===== config.mk =====
export PLATFORM = sky130hd
export DESIGN_NAME = sga_direction_sensor
export DESIGN_NICKNAME = d
export VERILOG_FILES = /design/src/rtl/sga_direction_sensor.sv
export SDC_FILE = /design/constraint.sdc
export NUM_CORES = 1
export LEC_CHECK = 0
export BUFFER_PORTS_ARGS = -buffer_cell sky130_fd_sc_hd__buf_2
export CAP_MARGIN = 15
export CORE_ASPECT_RATIO = 1.4
export CORE_MARGIN = 5
export CORE_UTILIZATION = 60
export DETAILED_ROUTE_END_ITERATION = 16
export GPL_TIMING_DRIVEN = 0
export PLACE_DENSITY = 0.79
export SLEW_MARGIN = 0
export SYNTH_ARGS = -nofsm -noshare
export SYNTH_HDL_FRONTEND = slang
export SYNTH_SLANG_ARGS = --single-unit
export TNS_END_PERCENT = 1

===== constraint.sdc =====
create_clock -name clock -period 2.7 [get_ports clock]
set_input_delay 0.135 -clock clock [delete_from_list [all_inputs] [get_ports clock]]
set_output_delay 0.135 -clock clock [all_outputs]
set_load 0.05 [all_outputs]

===== src/rtl/sga_direction_sensor.sv =====
// sga_direction_sensor
// Sequences the left and right ultrasonic sensors, times each echo against a
// near-hand threshold and reports a 2-bit {right_near, left_near} request.
// The control unit starts a measurement with medir, waits for fim_inter and
// commits the pending result to interface_direction with enable.
//
// state  | meaning
// -------+---------------------------------------------------------------
// IDLE   | waiting for medir
// TRIG_L | left trigger pulse, TRIGGER_CYCLES long
// WAIT_L | waiting for the synchronized left echo to rise (with timeout)
// MEAS_L | timing the left echo width (with timeout)
// GAP    | dead time so left-sensor ringing cannot reach the right sensor
// TRIG_R | right trigger pulse
// WAIT_R | waiting for the synchronized right echo to rise (with timeout)
// MEAS_R | timing the right echo width (with timeout)
// DONE   | result pending, fim_inter high; enable commits, medir restarts

module sga_direction_sensor #(
    parameter int TRIGGER_CYCLES      = 500,
    parameter int GAP_CYCLES          = 50000,
    parameter int ECHO_TIMEOUT_CYCLES = 1500000,
    parameter int THRESH_CYCLES       = 29000,
    parameter int CNT_W               = 21
) (
    input  logic       clock,
    input  logic       reset,
    input  logic       medir,
    input  logic       clear,
    input  logic       enable,
    input  logic       echo_left,
    input  logic       echo_right,
    output logic       trigger_left,
    output logic       trigger_right,
    output logic       fim_inter,
    output logic [1:0] interface_direction,
    output logic       timeout,
    output logic [3:0] db_state
);

    typedef enum logic [3:0] {
        IDLE   = 4'd0,
        TRIG_L = 4'd1,
        WAIT_L = 4'd2,
        MEAS_L = 4'd3,
        GAP    = 4'd4,
        TRIG_R = 4'd5,
        WAIT_R = 4'd6,
        MEAS_R = 4'd7,
        DONE   = 4'd8
    } state_t;

    // Compare points are "last cycle" values because the counter starts at 0
    // on every state entry.
    localparam logic [CNT_W-1:0] TRIG_LAST  = CNT_W'(TRIGGER_CYCLES - 1);
    localparam logic [CNT_W-1:0] GAP_LAST   = CNT_W'(GAP_CYCLES - 1);
    localparam logic [CNT_W-1:0] TO_LAST    = CNT_W'(ECHO_TIMEOUT_CYCLES - 1);
    // The cycle that detected the rising echo in WAIT is part of the width,
    // so MEAS count + 1 is the echo width; near iff width < THRESH_CYCLES.
    localparam logic [CNT_W-1:0] NEAR_LIMIT = CNT_W'(THRESH_CYCLES - 1);
    localparam logic [CNT_W-1:0] CNT_MAX    = '1;

    state_t           state;
    logic [CNT_W-1:0] cnt;
    logic [CNT_W-1:0] cnt_inc;
    logic [1:0]       sync_left;
    logic [1:0]       sync_right;
    logic             echo_left_s;
    logic             echo_right_s;
    logic             left_near;
    logic             right_near;

    // Two-flop synchronizers for the asynchronous echo inputs.
    always_ff @(posedge clock or negedge reset) begin
        if (!reset) begin
            sync_left  <= 2'b00;
            sync_right <= 2'b00;
        end else begin
            sync_left  <= {sync_left[0], echo_left};
            sync_right <= {sync_right[0], echo_right};
        end
    end

    assign echo_left_s  = sync_left[1];
    assign echo_right_s = sync_right[1];

    // Saturating increment: the counter holds at all-ones instead of wrapping.
    assign cnt_inc = (cnt == CNT_MAX) ? cnt : cnt + 1'b1;

    assign db_state = state;

    // Measurement sequencer with registered outputs.
    always_ff @(posedge clock or negedge reset) begin
        if (!reset) begin
            state               <= IDLE;
            cnt                 <= '0;
            trigger_left        <= 1'b0;
            trigger_right       <= 1'b0;
            fim_inter           <= 1'b0;
            interface_direction <= 2'b00;
            timeout             <= 1'b0;
            left_near           <= 1'b0;
            right_near          <= 1'b0;
        end else if (clear) begin
            // Abort: committed direction and timeout flag are deliberately kept.
            state         <= IDLE;
            cnt           <= '0;
            trigger_left  <= 1'b0;
            trigger_right <= 1'b0;
            fim_inter     <= 1'b0;
            left_near     <= 1'b0;
            right_near    <= 1'b0;
        end else begin
            cnt <= cnt_inc;
            case (state)
                IDLE: begin
                    cnt <= '0;
                    if (medir) begin
                        state        <= TRIG_L;
                        trigger_left <= 1'b1;
                        timeout      <= 1'b0;
                        left_near    <= 1'b0;
                        right_near   <= 1'b0;
                    end
                end

                TRIG_L: begin
                    if (cnt == TRIG_LAST) begin
                        state        <= WAIT_L;
                        trigger_left <= 1'b0;
                        cnt          <= '0;
                    end
                end

                WAIT_L: begin
                    if (echo_left_s) begin
                        state <= MEAS_L;
                        cnt   <= '0;
                    end else if (cnt >= TO_LAST) begin
                        state     <= GAP;
                        left_near <= 1'b0;
                        timeout   <= 1'b1;
                        cnt       <= '0;
                    end
                end

                MEAS_L: begin
                    if (!echo_left_s) begin
                        state     <= GAP;
                        left_near <= (cnt < NEAR_LIMIT);
                        cnt       <= '0;
                    end else if (cnt >= TO_LAST) begin
                        state     <= GAP;
                        left_near <= 1'b0;
                        timeout   <= 1'b1;
                        cnt       <= '0;
                    end
                end

                GAP: begin
                    if (cnt == GAP_LAST) begin
                        state         <= TRIG_R;
                        trigger_right <= 1'b1;
                        cnt           <= '0;
                    end
                end

                TRIG_R: begin
                    if (cnt == TRIG_LAST) begin
                        state         <= WAIT_R;
                        trigger_right <= 1'b0;
                        cnt           <= '0;
                    end
                end

                WAIT_R: begin
                    if (echo_right_s) begin
                        state <= MEAS_R;
                        cnt   <= '0;
                    end else if (cnt >= TO_LAST) begin
                        state      <= DONE;
                        right_near <= 1'b0;
                        timeout    <= 1'b1;
                        fim_inter  <= 1'b1;
                        cnt        <= '0;
                    end
                end

                MEAS_R: begin
                    if (!echo_right_s) begin
                        state      <= DONE;
                        right_near <= (cnt < NEAR_LIMIT);
                        fim_inter  <= 1'b1;
                        cnt        <= '0;
                    end else if (cnt >= TO_LAST) begin
                        state      <= DONE;
                        right_near <= 1'b0;
                        timeout    <= 1'b1;
                        fim_inter  <= 1'b1;
                        cnt        <= '0;
                    end
                end

                DONE: begin
                    cnt <= '0;
                    // Commit uses the pre-restart pending bits when both arrive together.
                    if (enable) begin
                        interface_direction <= {right_near, left_near};
                    end
                    if (medir) begin
                        state        <= TRIG_L;
                        trigger_left <= 1'b1;
                        fim_inter    <= 1'b0;
                        timeout      <= 1'b0;
                        left_near    <= 1'b0;
                        right_near   <= 1'b0;
                    end
                end

                default: begin
                    state         <= IDLE;
                    cnt           <= '0;
                    trigger_left  <= 1'b0;
                    trigger_right <= 1'b0;
                    fim_inter     <= 1'b0;
                end
            endcase
        end
    end

endmodule


==> summary.txt, run 1 <==
result of the run - finished clean
max-slew violation count - 0
first-pass GRT wire length - 10.14 mm
sequential area share after synthesis - 0.3724
Finished Layout Cells - 329
routed wire length - 5.796 mm
maximum clock rate - 444.6 MHz
post-route clock skew - 0.005429 ns
post-synthesis area per instance - 9.599 µm²
arrival time at the worst endpoint - 2.46 ns
setup violation total in the final timing report - 0
root buffer selected by CTS - clkbuf_8
Area growth, synth to finish - 10.07%
Fill cells - 323
total I/O pin count - 17
power per cell area - 620.3 nW/µm²
overflow left after global routing - 0
critical path fanouts, max - 9
H-Tree Depth - 2
post-synthesis sequential element count - 37
initial DRC count - 225
sequential cell area - 925.9 µm²
Clock Pin Slew Worst Setup and Hold Paths - 0.07 ns
TritonCTS Buffers - 5
clk sink count - 37
combined area of the multi-input logic cells - 1414 µm²
maximum number of pins on one net before global-route repair - 38
gate count of the mapped netlist - 259
Unique masters post-synth - 60
data required time of the critical path - 2.91 ns
period utilization - 0.8330
net count after synthesis - 267
number of enable flip-flop cells after synthesis - 0
starting density of the core - 0.6237
leakage power - 1.079 nW
floorplan die width - 64.40 µm
worst setup path category - register to register
class of the most critical hold timing path - primary input to register
cell types with the largest area share after synthesis - dfrtp_1, nor3_2, nand2_1
nets - 293
Post-CTS Setup Inserts - 0
fraction of layout cells with a size suffix above 1 - 0.2622
slew at the pin closest to its max-slew limit - 0.8334 ns
library cell occupying the most area in the post-synthesis netlist - dfrtp_1
count of synthesis-stage warnings from yosys - 0
most frequent cell after synthesis - dfrtp_1
clock tree from TritonCTS - yes
maximum capacitance violations - 0
Routed wire per std cell - 17.62 µm
critical path capture point type - register
vias per cell - 6.313
FFs w/ async S/R, synth - 1.000
maximum ir drop on the vdd rail - 0.0003583 V
Final TNS setup - 0 ns
clock latency on the worst-skew pair - 0.30 ns
most common flop cell mapped by yosys - dfrtp_1
post-synth design cell area - 2486 µm²
dpl cells - 318
length of the first detailed-routing pass in iterations - 4
post-detailed-route count of antenna-violating nets - 0
vias in the first global route - 2164
global-route total usage across every layer - 0.2356
worst relative slew slack - 0.4444
quantity of gates resized following cts - 0
HPWL reported at the end of detailed placement - 4.174 mm
area share of the leading cell type in the synthesized netlist - 0.3724
routability congestion estimate from global placement - 0.9335
Port-buffer cells - 16
remaining design rule violation count - 0
Final Hold Fails - 0
type of element launching the critical path - register
initial antenna violation count - 0
core outline area - 3986 µm²
RSZ-0062 raised after global routing - false
vertical extent of the die - 86.17 µm
Period minus WS final - 2.249 ns
overall via count from detail_route - 2077
Die Area - 5549 µm²
commonest cells in the synthesized netlist - dfrtp_1, nand2_1, nor3_2
Row Count - 27
deepest clock path buffer count - 2
count of inserted antenna diode cells - 0
-- final timing paths --
| path | startpoint | endpoint | slack, ns | cells past startpoint |
|---|---|---|---|---|
| max in group asynchronous | reset | cnt[7] | 1.70 | 2 |
| min in group asynchronous | reset | db_state[3] | 0.48 | 2 |
| worst min-delay path | clear | cnt[20] | 0.26 | 3 |
| worst max-delay path | cnt[0] | timeout | 0.45 | 7 |
| worst min register to register | sync_left[0] | sync_left[1] | 0.37 | 0 |
| worst max register to register | cnt[0] | timeout | 0.45 | 7 |
-- repair_timing --
item | CTS | global route
endpoints found under the hold margin | 39 | 0
endpoints found under the setup margin | 0 | 0
hold buffers | 3 | 0
-- registers in the layout (all words and copies together), names as in the netlist --
signal / flops
trigger_left: 1
timeout: 1
interface_direction: 2
trigger_right: 1
sync_left: 2
db_state: 4
fim_inter: 1
cnt: 21
left_near: 1
sync_right: 2
right_near: 1
-- critical path, cell delays in order, from the launching register on --
cell and delay, ns:
dfrtp_1 0.40, ha_1 0.29, and4bb_1 0.26, nand2_1 0.07, o211ai_1 0.27, o221ai_4 0.24
o41a_1 0.46, o21ai_1 0.17
-- cells in the final DEF (no fill, tap or decap), types with 3 or more instances in the layout --
| cell type | count |
|---|---|
| a21oi_1 | 14 |
| a31oi_1 | 4 |
| buf_2 | 24 |
| buf_6 | 4 |
| clkbuf_1 | 6 |
| clkbuf_8 | 5 |
| dfrtp_1 | 37 |
| dlygate4sd3_1 | 3 |
| inv_1 | 8 |
| mux2i_1 | 4 |
| nand2_1 | 21 |
| nand2b_1 | 6 |
| nand3_1 | 11 |
| nand4_1 | 8 |
| nor2_1 | 14 |
| nor3_1 | 11 |
| nor3_2 | 20 |
| nor4_1 | 6 |
| o211ai_1 | 3 |
| o21ai_0 | 5 |
| o21ai_1 | 3 |
| or3_1 | 5 |
| xnor2_1 | 8 |
| xor2_1 | 9 |
-- report_power, final --
part / internal, W / total (W) / switching (W)
clock network: 0.000178 / 0.000388 / 0.000210
registers: 0.000588 / 0.000618 / 0.0000302
logic: 0.000204 / 0.000691 / 0.000486
-- layer usage --
metal	GRT usage	share of wire	vias up
met5	0	0	-
li1	-	-	989
met2	0.4154	0.55	69
met3	0.04849	0.043	15
met4	0.1288	0.029	0
met1	0.2618	0.38	1004
-- area by class of cell --
type,count,share of cell area
repair buffers,19,0.04024
multi-input cells,194,0.5167
well taps,43,0.01966
inverters,9,0.01235
flip-flops and latches,37,0.3384
clock inverters,3,0.006401
plain buffers,19,0.04115
clock buffers,5,0.02515
-- through the flow --
step / utilization / cell area, µm² / setup slack (ns) / total power, W / hold slack, ns
CTS: 0.6864 / 2736 / 0.4727 / 0.001705 / 0.2505
finish: 0.6864 / 2736 / 0.4509 / 0.001697 / 0.2556
floorplan: - / 2486 / 0.6343 / 0.001159 / -0.1606
detailed placement: 0.6573 / 2620 / 0.5153 / 0.001315 / 0.2448
global placement: 0.6573 / 2620 / 0.5578 / 0.001307 / 0.2424
global route: 0.6864 / 2736 / 0.2742 / 0.001801 / 0.2882
-- cell families (layout without fill, tap and decap cells) --
logic type	Yosys count	count (layout)	synth area share
AND/OR/NAND/NOR	118	118	0.3065
AO/OA/AOI/OAI	49	49	0.1550
flip-flops	37	37	0.3724
buffers and inverters	28	55	0.05888
XOR/XNOR	19	19	0.07298
multiplexers	6	6	0.02516
adder cells (fa/ha/maj)	2	2	0.009058
Note: power is estimated with default switching activity, not from simulation.
==> inputs of run 2 (changes only) <==
Clock period 2.7 ns to 2.1 ns, I/O delays scaled along.
==> summary.txt, run 2 (same netlist as run 1, synthesis figures left out) <==
total I/O pin count - 17 (unchanged)
TritonCTS Buffers - 5 (unchanged)
Period minus WS final - 2.111 ns (-0.1384 ns)
starting density of the core - 0.6237 (unchanged)
maximum ir drop on the vdd rail - 0.0004737 V (+32%)
floorplan die width - 64.40 µm (unchanged)
Die Area - 5549 µm² (unchanged)
Crit path largest cell delay - 0.52 ns (+0.06 ns)
Finished Layout Cells - 339 (+3.0%)
Top delay family on crit path - simple AND/OR/NAND/NOR gates
leakage power - 1.145 nW (+6.1%)
maximum number of pins on one net before global-route repair - 38 (unchanged)
power per cell area - 775.9 nW/µm² (+25%)
overall via count from detail_route - 2185 (+5.2%)
Cell Area, Placed - 2620 µm² (unchanged)
overflow left after global routing - 0 (unchanged)
RSZ-0062 raised after global routing - true
vertical extent of the die - 86.17 µm (unchanged)
HPWL reported at the end of detailed placement - 4.174 mm (unchanged)
setup violation total in the final timing report - 1 (+1)
fraction of layout cells with a size suffix above 1 - 0.3615 (+0.09925)
type of element launching the critical path - register
critical path fanouts, max - 7 (-2)
deepest clock path buffer count - 2 (unchanged)
post-route clock skew - 0.003842 ns (-0.001588 ns)
worst reg2reg setup slack - -0.01 ns (-0.46 ns)
Clock Pin Slew Worst Setup and Hold Paths - 0.08 ns (about the same)
Routed wire per std cell - 18.12 µm (+2.9%)
initial antenna violation count - 0 (unchanged)
clk sink count - 37 (unchanged)
initial DRC count - 251 (+12%)
critical-path cell with the highest stage delay - dfrtp_1
vias in the first global route - 2202 (+1.8%)
series of cell instances along the critical path - nand3_2 -> or3_4 -> or3_1 -> buf_6 -> and4_4 -> xnor2_2 -> nor3_2
worst relative slew slack - 0.4405 (-0.003962)
root buffer selected by CTS - clkbuf_8
final hold slack - 0.2461 ns (-0.009457 ns)
most frequent cells in the layout - dfrtp_1, buf_2, nand2_1, nor3_2, nor2_1
buffer and inverter count on the worst path - 1 (+1)
first-pass GRT wire length - 10.49 mm (+3.5%)
clock latency on the worst-skew pair - 0.30 ns (about the same)
arrival time at the worst endpoint - 2.33 ns (-0.13 ns)
Fill cells - 292 (-9.6%)
slew at the pin closest to its max-slew limit - 0.8393 ns (+0.005943 ns)
maximum clock rate - 473.8 MHz (+6.6%)
final cell utilization of the core - 0.7351 (+0.04865)
count of inserted antenna diode cells - 0 (unchanged)
class of the most critical hold timing path - primary input to register
nets - 303 (+3.4%)
failing checks - setup timing
length of the first detailed-routing pass in iterations - 4 (unchanged)
worst setup path category - register to register
result of the run - finished, violations left
period utilization - 1.005 (+0.1721)
maximum capacitance violations - 0 (unchanged)
dpl cells - 318 (unchanged)
data required time of the critical path - 2.32 ns (-0.59 ns)
Final Hold Fails - 0 (unchanged)
clock tree from TritonCTS - yes
routability congestion estimate from global placement - 0.9335 (unchanged)
core outline area - 3986 µm² (unchanged)
critical path capture point type - register
remaining design rule violation count - 0 (unchanged)
global-route total usage across every layer - 0.2433 (+0.007654)
max-slew violation count - 0 (unchanged)
total non-filler cell area in the finished layout - 2930 µm² (+7.1%)
max reg flops - 21 (unchanged)
Port-buffer cells - 16 (unchanged)
Area growth, synth to finish - 17.87%
PnR worst setup slack - -0.01069 ns (-0.4616 ns)
Row Count - 27 (unchanged)
H-Tree Depth - 2 (unchanged)
most common library cell in the layout ignoring fill and taps - dfrtp_1
vias per cell - 6.445 (+2.1%)
post-detailed-route count of antenna-violating nets - 0 (unchanged)
Place WS - -0.08473 ns (-0.6000 ns)
routed wire length - 6.144 mm (+6.0%)
register name with the most flops - cnt
run 2: cell types whose count changed in the layout (fill, tap and decap cells not counted), moves of 3 or more:
cell | previous run | this run
buf_4 | 0 | 9
dfrtp_2 | 0 | 6
buf_6 | 4 | 7
dfrtp_1 | 37 | 31
clkbuf_1 | 6 | 3
run 2: stage by stage:
stage	total power, W	TNS (ns)
final	0.002274	-0.01069
after global routing	0.002407	-2.330
after CTS	0.002208	-0.1146
after detailed placement	0.001690	-1.064
after global placement	0.001680	-0.7395
after floorplan	0.001490	0
run 2: report_power, final:
group / internal [W] / total (W) / switching, W / leakage (nW)
clock network: 0.000229 / 0.000496 / 0.000267 / 0.0439
logic: 0.000310 / 0.000977 / 0.000668 / 0.609
registers: 0.000757 / 0.000800 / 0.0000434 / 0.491
total: 0.00130 / 0.00227 / 0.000978 / 1.14
run 2: cell type report:
cell class | instances | area [µm²] | share of cell area
plain buffers | 18 | 113.9 | 0.03886
clock buffers | 5 | 68.82 | 0.02348
clock inverters | 3 | 17.52 | 0.005978
inverters | 9 | 33.78 | 0.01153
multi-input cells | 194 | 1505 | 0.5137
flip-flops and latches | 37 | 933.4 | 0.3185
well taps | 43 | 53.80 | 0.01836
repair buffers | 30 | 203.9 | 0.06960
run 2: layer usage:
metal / vias to the layer above / global-route usage / share of wire
li1: 1010 / - / -
met1: 1055 / 0.2717 / 0.36
met2: 96 / 0.4342 / 0.54
met3: 24 / 0.04456 / 0.055
met4: 0 / 0.1269 / 0.037
met5: - / 0 / 0
run 2: worst paths after layout:
path | startpoint | end | cells past startpoint
min | clear | cnt[20] | 3
max reg2reg | cnt[13] | cnt[4] | 7
max in group asynchronous | reset | cnt[2] | 2
max | cnt[13] | cnt[4] | 7
min reg2reg | sync_left[0] | sync_left[1] | 0
min in group asynchronous | reset | trigger_left | 2
run 2: worst register-to-register path, cell delays in order (launching register included):
cell and delay (ns):
dfrtp_1 0.52, nand3_2 0.16, or3_4 0.41, or3_1 0.36, buf_6 0.15, and4_4 0.19, xnor2_2 0.12, nor3_2 0.12
run 2: repair_timing:
action / 4_1_cts / 5_1_grt
setup buffers: 6 / 5
gates resized for setup: 7 / 24
pin swaps: 4 / 16
hold buffers: 3 / 0
endpoints found under the setup margin: 26 / 29
hold endpoints to repair: 39 / 0
==> inputs of run 3 (changes only) <==
Settings changed: MAX_ROUTING_LAYER from default to met4.
==> summary.txt, run 3 (same netlist as run 1, synthesis figures left out) <==
clock tree from TritonCTS - yes
Crit path largest cell delay - 0.53 ns (about the same)
vias in the first global route - 2208 (+0.27%)
first-pass GRT wire length - 10.49 mm (unchanged)
final cell utilization of the core - 0.7351 (unchanged)
global-route total usage across every layer - 0.2513 (+0.007964)
leakage power - 1.145 nW (unchanged)
arrival time at the worst endpoint - 2.33 ns (about the same)
dpl cells - 318 (unchanged)
max-slew violation count - 0 (unchanged)
Finished Layout Cells - 339 (unchanged)
result of the run - finished, violations left
vias per cell - 6.493 (+0.73%)
floorplan die width - 64.40 µm (unchanged)
routability congestion estimate from global placement - 0.9502 (+1.8%)
failing checks - setup timing
critical path capture point type - register
final hold slack - 0.2496 ns (+0.003448 ns)
register name with the most flops - cnt
maximum number of pins on one net before global-route repair - 38 (unchanged)
Fill cells - 292 (unchanged)
Routed wire per std cell - 18.12 µm (about the same)
most frequent cells in the layout - dfrtp_1, buf_2, nand2_1, nor3_2, nor2_1
Row Count - 27 (unchanged)
Clock Pin Slew Worst Setup and Hold Paths - 0.08 ns (about the same)
maximum clock rate - 473.5 MHz (about the same)
root buffer selected by CTS - clkbuf_8
HPWL reported at the end of detailed placement - 4.174 mm (unchanged)
PnR worst setup slack - -0.01208 ns (-0.001384 ns)
period utilization - 1.006 (about the same)
RSZ-0062 raised after global routing - true
Area growth, synth to finish - 17.87% (unchanged)
post-detailed-route count of antenna-violating nets - 0 (unchanged)
worst relative slew slack - 0.4421 (+0.001627)
clk sink count - 37 (unchanged)
total non-filler cell area in the finished layout - 2930 µm² (unchanged)
overflow left after global routing - 0 (unchanged)
sequential cell area - 933.4 µm² (unchanged)
maximum ir drop on the vdd rail - 0.0004783 V (+0.98%)
core outline area - 3986 µm² (unchanged)
type of element launching the critical path - register
deepest clock path buffer count - 2 (unchanged)
data required time of the critical path - 2.32 ns (about the same)
initial DRC count - 221 (-12%)
critical path fanouts, max - 7 (unchanged)
combined area of the multi-input logic cells - 1505 µm² (unchanged)
H-Tree Depth - 2 (unchanged)
Top delay family on crit path - simple AND/OR/NAND/NOR gates
TritonCTS Buffers - 5 (unchanged)
clock latency on the worst-skew pair - 0.30 ns (about the same)
Place WS - -0.08473 ns (unchanged)
buffer and inverter count on the worst path - 1 (unchanged)
Cell Area, Placed - 2620 µm² (unchanged)
worst setup path category - register to register
total I/O pin count - 17 (unchanged)
nets - 303 (unchanged)
Port-buffer cells - 16 (unchanged)
post-route clock skew - 0.003951 ns (+0.0001099 ns)
Period minus WS final - 2.112 ns (+0.001384 ns)
power per cell area - 777.1 nW/µm² (+0.15%)
count of inserted antenna diode cells - 0 (unchanged)
remaining design rule violation count - 0 (unchanged)
class of the most critical hold timing path - primary input to register
vertical extent of the die - 86.17 µm (unchanged)
maximum capacitance violations - 0 (unchanged)
Die Area - 5549 µm² (unchanged)
routed wire length - 6.143 mm (about the same)
slew at the pin closest to its max-slew limit - 0.8369 ns (-0.002441 ns)
setup violation total in the final timing report - 1 (unchanged)
max reg flops - 21 (unchanged)
length of the first detailed-routing pass in iterations - 4 (unchanged)
Final Hold Fails - 0 (unchanged)
fraction of layout cells with a size suffix above 1 - 0.3615 (unchanged)
critical-path cell with the highest stage delay - dfrtp_1
initial antenna violation count - 0 (unchanged)
series of cell instances along the critical path - nand3_2 -> or3_4 -> or3_1 -> buf_6 -> and4_4 -> xnor2_2 -> nor3_2
starting density of the core - 0.6237 (unchanged)
overall via count from detail_route - 2201 (+0.73%)
most common library cell in the layout ignoring fill and taps - dfrtp_1
run 3: what timing repair did:
action,4_1_cts,5_1_grt
resized for setup,7,24
hold buffers,3,0
endpoints found under the hold margin,39,0
buffers inserted,6,5
setup endpoints to repair,26,29
pin swaps,4,16
run 3: path summary, 6_finish.rpt:
kind / startpoint / slack, ns / to / depth (start not counted)
setup / recovery: cnt[13] / -0.01 / cnt[4] / 7
max in group asynchronous: reset / 1.06 / cnt[0] / 2
min in group asynchronous: reset / 0.45 / db_state[3] / 2
hold / removal: clear / 0.25 / cnt[20] / 3
setup reg to reg: cnt[13] / -0.01 / cnt[4] / 7
hold reg to reg: sync_left[0] / 0.37 / sync_left[1] / 0
run 3: where the power goes:
part	total [W]	internal [W]	switching [W]
Sequential	0.000800	0.000757	0.0000428
Combinational	0.000977	0.000310	0.000667
Clock	0.000500	0.000229	0.000272
run 3: stage by stage:
| stage | total power, W | setup TNS [ns] |
|---|---|---|
| finish | 0.002277 | -0.01208 |
| global route | 0.002410 | -2.329 |
| CTS | 0.002208 | -0.1146 |
| detailed placement | 0.001690 | -1.064 |
| global placement | 0.001680 | -0.7395 |
| floorplan | 0.001490 | 0 |
run 3: cell type report:
type | count | area share
inverters | 9 | 0.01153
flip-flops and latches | 37 | 0.3185
repair buffers | 30 | 0.06960
multi-input cells | 194 | 0.5137
clock buffers | 5 | 0.02348
plain buffers | 18 | 0.03886
well taps | 43 | 0.01836
clock inverters | 3 | 0.005978
run 3: per-layer routing:
metal | up-vias | share of wire | GRT usage
met5 | - | 0 | -
li1 | 1009 | - | -
met1 | 1074 | 0.37 | 0.2742
met3 | 28 | 0.049 | 0.05242
met4 | 0 | 0.042 | 0.1212
met2 | 90 | 0.54 | 0.4314
run 3: worst reg2reg max path, cell delays in order, from the launching register on:
cell and delay, ns:
dfrtp_1 0.53, nand3_2 0.16, or3_4 0.41, or3_1 0.35, buf_6 0.15, and4_4 0.19, xnor2_2 0.12, nor3_2 0.11
